**src/rtl/pipe_ctrl_pkg.sv**
```systemverilog
// Shared types and constants for the pipeline stall/flush sequencer.
// Holds the multiplier state enum, the stall-cause enum, and the
// default register-file geometry.
package pipe_ctrl_pkg;

  localparam int REG_W  = 5;
  localparam int ZR_IDX = 31;
  localparam int CNT_W  = 4;

  typedef enum logic {
    RUN      = 1'b0,
    MUL_BUSY = 1'b1
  } mul_state_e;

  typedef enum logic [2:0] {
    NONE  = 3'd0,
    MISS  = 3'd1,
    FLUSH = 3'd2,
    MUL   = 3'd3,
    LU    = 3'd4
  } stall_cause_e;

endpackage

```
**src/rtl/pipeline_stall_ctrl_mul_scoreboard.sv**
```systemverilog
// Iterative multiplier tracker: busy counter, pending destination and
// the one-cycle done pulse. The counter freezes while the pipe is held.
module mul_scoreboard #(
  parameter int MUL_LAT = 4,
  parameter int REG_W   = pipe_ctrl_pkg::REG_W
) (
  input  logic             clk,
  input  logic             rst_n,
  input  logic             hold,
  input  logic             mul_start,
  input  logic [REG_W-1:0] start_rd,
  output logic             mul_busy,
  output logic             mul_done,
  output logic [REG_W-1:0] mul_rd
);
  import pipe_ctrl_pkg::*;

  mul_state_e       state_reg, state_next;
  logic [CNT_W-1:0] count_reg, count_next;
  logic [REG_W-1:0] rd_reg, rd_next;

  // State, counter and destination registers
  always_ff @(posedge clk or negedge rst_n) begin
    if (!rst_n) begin
      state_reg <= RUN;
      count_reg <= '0;
      rd_reg    <= '0;
    end else begin
      state_reg <= state_next;
      count_reg <= count_next;
      rd_reg    <= rd_next;
    end
  end

  // Issue, countdown (frozen on hold) and completion
  always_comb begin
    state_next = state_reg;
    count_next = count_reg;
    rd_next    = rd_reg;
    mul_done   = 1'b0;
    case (state_reg)
      RUN: begin
        if (mul_start && !hold) begin
          state_next = MUL_BUSY;
          count_next = CNT_W'(MUL_LAT - 1);
          rd_next    = start_rd;
        end
      end
      MUL_BUSY: begin
        if (!hold) begin
          if (count_reg == '0) begin
            mul_done   = 1'b1;
            state_next = RUN;
          end else begin
            count_next = count_reg - 1'b1;
          end
        end
      end
      default: state_next = RUN;
    endcase
  end

  assign mul_busy = (state_reg == MUL_BUSY);
  assign mul_rd   = rd_reg;

endmodule

```
**src/rtl/pipeline_stall_ctrl.sv**
```systemverilog
// Central stall/flush sequencer for the 5-stage pipeline.
// Arbitrates D-cache miss hold, taken-branch flush, multiplier
// scoreboard/structural stall and load-use stall, and drives the PC,
// IF/ID and ID/EX enables. All control outputs are combinational so a
// stall takes effect in the cycle its cause appears.
// Optional: define PIPE_STALL_STATS_EN to add saturating 32-bit
// per-cause counters (stat_lu, stat_mul, stat_miss, stat_flush).
module pipeline_stall_ctrl #(
  parameter int MUL_LAT = 4,
  parameter int REG_W   = pipe_ctrl_pkg::REG_W,
  parameter int ZR_IDX  = pipe_ctrl_pkg::ZR_IDX
) (
  input  logic             clk,
  input  logic             rst_n,
  input  logic [REG_W-1:0] id_rn,
  input  logic [REG_W-1:0] id_rm,
  input  logic             id_rn_used,
  input  logic             id_rm_used,
  input  logic             id_is_mul,
  input  logic [REG_W-1:0] ex_rd,
  input  logic             ex_reg_write,
  input  logic             ex_mem_read,
  input  logic             ex_mul_start,
  input  logic             ex_branch_taken,
  input  logic             mem_dcache_miss,
  output logic             pc_write,
  output logic             if_id_write,
  output logic             if_id_flush,
  output logic             id_ex_bubble,
  output logic             pipe_hold,
  output logic             mul_busy,
  output logic             mul_done,
  output logic [REG_W-1:0] mul_rd
`ifdef PIPE_STALL_STATS_EN
  ,
  output logic [31:0]      stat_lu,
  output logic [31:0]      stat_mul,
  output logic [31:0]      stat_miss,
  output logic [31:0]      stat_flush
`endif
);
  import pipe_ctrl_pkg::*;

  logic         hold;
  logic         mul_stall;
  logic         lu_stall;
  stall_cause_e cause;

  // True when the ID instruction reads register r (zero register never counts)
  function automatic logic id_reads(input logic [REG_W-1:0] r,
                                    input logic [REG_W-1:0] rn,
                                    input logic [REG_W-1:0] rm,
                                    input logic             rn_used,
                                    input logic             rm_used);
    return (r != REG_W'(ZR_IDX)) &&
           ((rn_used && (rn == r)) || (rm_used && (rm == r)));
  endfunction

  mul_scoreboard #(
    .MUL_LAT (MUL_LAT),
    .REG_W   (REG_W)
  ) u_mul_sb (
    .clk       (clk),
    .rst_n     (rst_n),
    .hold      (hold),
    .mul_start (ex_mul_start),
    .start_rd  (ex_rd),
    .mul_busy  (mul_busy),
    .mul_done  (mul_done),
    .mul_rd    (mul_rd)
  );

  assign hold = mem_dcache_miss;

  // The done cycle releases the dependent instruction: result is forwarded from WB
  assign mul_stall = mul_busy && !mul_done &&
                     (id_reads(mul_rd, id_rn, id_rm, id_rn_used, id_rm_used) || id_is_mul);

  assign lu_stall = ex_mem_read && ex_reg_write &&
                    id_reads(ex_rd, id_rn, id_rm, id_rn_used, id_rm_used);

  // Priority arbitration of stall causes and the resulting pipeline enables
  always_comb begin
    cause        = NONE;
    pc_write     = 1'b1;
    if_id_write  = 1'b1;
    if_id_flush  = 1'b0;
    id_ex_bubble = 1'b0;
    pipe_hold    = 1'b0;
    if (hold)                      cause = MISS;
    else if (ex_branch_taken)      cause = FLUSH;
    else if (mul_stall)            cause = MUL;
    else if (lu_stall)             cause = LU;
    case (cause)
      MISS: begin
        pc_write    = 1'b0;
        if_id_write = 1'b0;
        pipe_hold   = 1'b1;
      end
      FLUSH: begin
        if_id_flush  = 1'b1;
        id_ex_bubble = 1'b1;
      end
      MUL, LU: begin
        pc_write     = 1'b0;
        if_id_write  = 1'b0;
        id_ex_bubble = 1'b1;
      end
      default: ;
    endcase
  end

`ifdef PIPE_STALL_STATS_EN
  logic [31:0] stat_reg [4];

  // Per-cause win counters, index 0..3 maps to MISS, FLUSH, MUL, LU
  for (genvar gi = 0; gi < 4; gi++) begin : g_stat
    always_ff @(posedge clk or negedge rst_n) begin
      if (!rst_n) begin
        stat_reg[gi] <= '0;
      end else if ((cause == stall_cause_e'(3'(gi + 1))) && (stat_reg[gi] != 32'hFFFF_FFFF)) begin
        stat_reg[gi] <= stat_reg[gi] + 32'd1;
      end
    end
  end

  assign stat_miss  = stat_reg[0];
  assign stat_flush = stat_reg[1];
  assign stat_mul   = stat_reg[2];
  assign stat_lu    = stat_reg[3];
`endif

  // Illegal EX-slot combinations
  a_no_mul_while_busy: assert property (@(posedge clk) disable iff (!rst_n)
                                        !(mul_busy && ex_mul_start));
  a_br_mul_exclusive:  assert property (@(posedge clk) disable iff (!rst_n)
                                        !(ex_branch_taken && ex_mul_start));

endmodule
```
**config.mk**
```make
export PLATFORM = sky130hd
export DESIGN_NAME = pipeline_stall_ctrl
export DESIGN_NICKNAME = d
export VERILOG_FILES = /design/src/rtl/pipe_ctrl_pkg.sv /design/src/rtl/pipeline_stall_ctrl_mul_scoreboard.sv /design/src/rtl/pipeline_stall_ctrl.sv
export SDC_FILE = /design/constraint.sdc
export NUM_CORES = 1
export LEC_CHECK = 0
export ABC_AREA = 1
export CAP_MARGIN = 20
export CORE_UTILIZATION = 43
export CTS_CLUSTER_SIZE = 12
export DETAILED_ROUTE_END_ITERATION = 10
export PLACE_DENSITY = 0.88
export REMOVE_ABC_BUFFERS = 1
export SYNTH_ARGS = -nofsm -noshare
export SYNTH_HDL_FRONTEND = slang
export SYNTH_HIERARCHICAL = 1
export SYNTH_SLANG_ARGS = --single-unit
```
**constraint.sdc**
```tcl
create_clock -name clk -period 1.6 [get_ports clk]
set_clock_uncertainty 0.05 [all_clocks]
set_input_delay 0.16 -clock clk [delete_from_list [all_inputs] [get_ports clk]]
set_output_delay 0.16 -clock clk [all_outputs]
set_load 0.03 [all_outputs]
```
==> reports/results.ini, run 1 <==
[synthesis]
ys_types = 20
syn_area_um2 = 935
ys_seq_area_frac = 0.268
syn-instance-count = 168
yosys_warnings = 6
ys_ff_latch = 10
syn_avg_cell_area_um2 = 5.56

[floorplanning]
io_pins = 37
fp-row-count = 16
fp.dieH_um = 48.6
start_util = 0.467
fp.dieArea_um2 = 2360
core-area_um2 = 2000
die_x_um = 48.6

[job]
drv_cap = 0

[timing]
hold_viol = 0
setup_violations = 4
hold_ws_ps = 146
fin_tns_setup_ps = -896
fin_ws_ps = -281
worst_slew_pin_slew_ps = 459
fmax_mhz = 532
grt_setup_unrepaired = yes
slew_headroom = 0.693
fin_crit_sh = 1.18
slew_violations = 0
fin_crit_ps = 1880

[worst_setup_path]
cpMostUsedCell = nor2_2
worstPathMaxFanout = 4
required_ps = 1390
start_kind = register
cp_top_family = simple AND/OR/NAND/NOR gates
slowest_delay_ps = 380
r2r-start = u_mul_sb/count_reg[1]$_DFFE_PN0P_
endpoint_kind = primary output
crit_buf_inv = 2
crit_arrival_ps = 1670
crit_chain = inv_2 > ha_4 > nand3_4 > nor2_4 > nor2_2 > a21oi_1 > nor2_2 > buf_6
worst_path_max_delay_cell = dfrtp_1
startpoint = u_mul_sb/count_reg[1]$_DFFE_PN0P_
critPathKind = register to primary output

[cells_and_area]
area_growth_pct = 67.2
final_util = 0.781
antennaDiodeCount = 0
largest_register_ffs = 5
seqCellArea_um2 = 251
fillers = 157
multiInputGateArea_um2 = 632
finalNetCount = 252
drive_gt1_frac = 0.267

[global_routing]
antenna_found_initial = 0
gr-total-overflow = 0
grt_pass1_vias = 1256
track_usage = 0.251
grt_max_degree = 11
grt_pass1_wl_mm = 4.75

[drt]
vias_per_cell = 5.18
final_antenna_net_count = 0
drc = 0
drt_pass1_iterations = 4
via_count = 1305
wl_mm = 3.21
drtIter0Drc = 52
wire_per_inst_um = 12.7

[clocking]
clk_pin_slew_ps = 80
clockBufferDepth = 2
worstSkewPairLatency_ps = 280
cts_root_buffer = clkbuf_4
cts_buffers = 3
cts_sinks = 10
htreeDepth = 1
cts_tree = yes
ctsHoldBuffers = 0

[outcome]
violations = negative setup slack
outcome = finished with violations

[placement]
post-dp-hpwl_mm = 2.36
io_buffers = 36
gp_congestion = 0.985

[power]
total_leakage_power_nw = 0.859
power_density_nw_per_um2 = 1430
vdd_ir_drop_max_mv = 1.28

[min_path]
min_path_type = input pin to asynchronous set/reset pin

==> per-layer routing <==
layer / track usage / up-vias / share of wire
met4: 0.0833 / 0 / 0.027
met3: 0.0314 / 10 / 0.050
li1: - / 635 / -
met1: 0.244 / 604 / 0.38
met5: 0 / - / 0
met2: 0.525 / 56 / 0.55
==> power breakdown <==
group	total (W)	switching (W)	internal [W]
Sequential	0.000526	0.000149	0.000377
Combinational	0.00147	0.000843	0.000630
Clock	0.000239	0.000101	0.000138
Total	0.00224	0.00109	0.00115
==> layout by cell type (no fill, tap or decap), types with 3 or more instances in the layout <==
cell / netlist / final
nand2_1: 61 / 57
clkdlybuf4s50_1: 0 / 22
buf_4: 1 / 21
nor2_1: 25 / 20
inv_1: 19 / 17
nand3_1: 16 / 14
inv_2: 10 / 12
dfrtp_1: 10 / 9
nand2_2: 2 / 6
dlygate4sd2_1: 0 / 6
nor2_2: 0 / 4
o22ai_1: 4 / 4
o21ai_0: 4 / 4
buf_6: 0 / 4
nor3_2: 1 / 3
a21oi_1: 3 / 3
clkbuf_4: 0 / 3
==> Yosys cell counts, drive strengths merged <==
| master | count | area [µm²] |
|---|---|---|
| dfrtp | 10 | 250 |
| o21ai | 6 | 30.0 |
| o22ai | 4 | 25.0 |
| clkbuf | 1 | 3.75 |
| inv | 29 | 109 |
| a21boi | 1 | 7.51 |
| ha | 1 | 12.5 |
| nor3 | 4 | 25.0 |
| a21oi | 4 | 23.8 |
| nand2 | 63 | 241 |
| nor2 | 25 | 93.8 |
| nand3 | 16 | 80.1 |
| nand3b | 1 | 7.51 |
| xor2 | 2 | 17.5 |
| buf | 1 | 7.51 |
==> path summary, 6_finish.rpt <==
path | slack (ps) | endpoint | depth (start not counted)
setup / recovery | -280 | pc_write | 8
hold reg to reg | 490 | u_mul_sb/count_reg[0]$_DFFE_PN0P_ | 2
max in group asynchronous | 1010 | u_mul_sb/mul_rd[0]$_DFFE_PN0P_ | 1
setup reg to reg | 200 | u_mul_sb/count_reg[0]$_DFFE_PN0P_ | 8
hold / removal | 150 | u_mul_sb/count_reg[2]$_DFFE_PN0P_ | 1
min in group clk | 420 | u_mul_sb/mul_rd[4]$_DFFE_PN0P_ | 4
==> cell families after synthesis <==
| family | Yosys count | synth area share |
|---|---|---|
| buffers and inverters | 31 | 0.129 |
| AND/OR/NAND/NOR | 109 | 0.479 |
| adder cells (fa/ha/maj) | 1 | 0.0134 |
| AO/OA/AOI/OAI | 15 | 0.0924 |
| XOR/XNOR | 2 | 0.0187 |
| flip-flops | 10 | 0.268 |
==> repair_timing <==
item	4_1_cts	5_1_grt
endpoints found under the setup margin	9	5
resized for setup	17	15
pin swaps	1	3
setup buffers	3	3
==> layout make-up <==
| class | instances | share of cell area |
|---|---|---|
| multi-input cells | 127 | 0.404 |
| repair buffers | 55 | 0.320 |
| flip-flops and latches | 10 | 0.161 |
| inverters | 29 | 0.0697 |
| clock buffers | 4 | 0.0232 |
| well taps | 27 | 0.0216 |
==> stage by stage <==
stage / cells / setup slack, ps / total power, W / area (µm²)
floorplan: 166 / -975 / 0.00122 / 923
detailed placement: 242 / -256 / 0.00177 / 1400
CTS: 249 / -295 / 0.00206 / 1480
global route: 252 / -378 / 0.00239 / 1560
finish: 252 / -281 / 0.00224 / 1560
global placement: 242 / -239 / 0.00171 / 1400
Note: power is estimated with default switching activity, not from simulation.
==> run 2: changes to the inputs <==
--- a/config.mk
+++ b/config.mk
@@ -6,10 +6,12 @@
 export NUM_CORES = 1
 export LEC_CHECK = 0
 export ABC_AREA = 1
+export ABC_CLOCK_PERIOD_IN_PS = 1600
 export CAP_MARGIN = 20
 export CORE_UTILIZATION = 43
 export CTS_CLUSTER_SIZE = 12
 export DETAILED_ROUTE_END_ITERATION = 10
+export HOLD_SLACK_MARGIN = 0.03
 export PLACE_DENSITY = 0.88
 export REMOVE_ABC_BUFFERS = 1
 export SYNTH_ARGS = -nofsm -noshare
==> results of run 2 <==
Same layout as run 1: the final DEF is identical, and so are final timing and power.
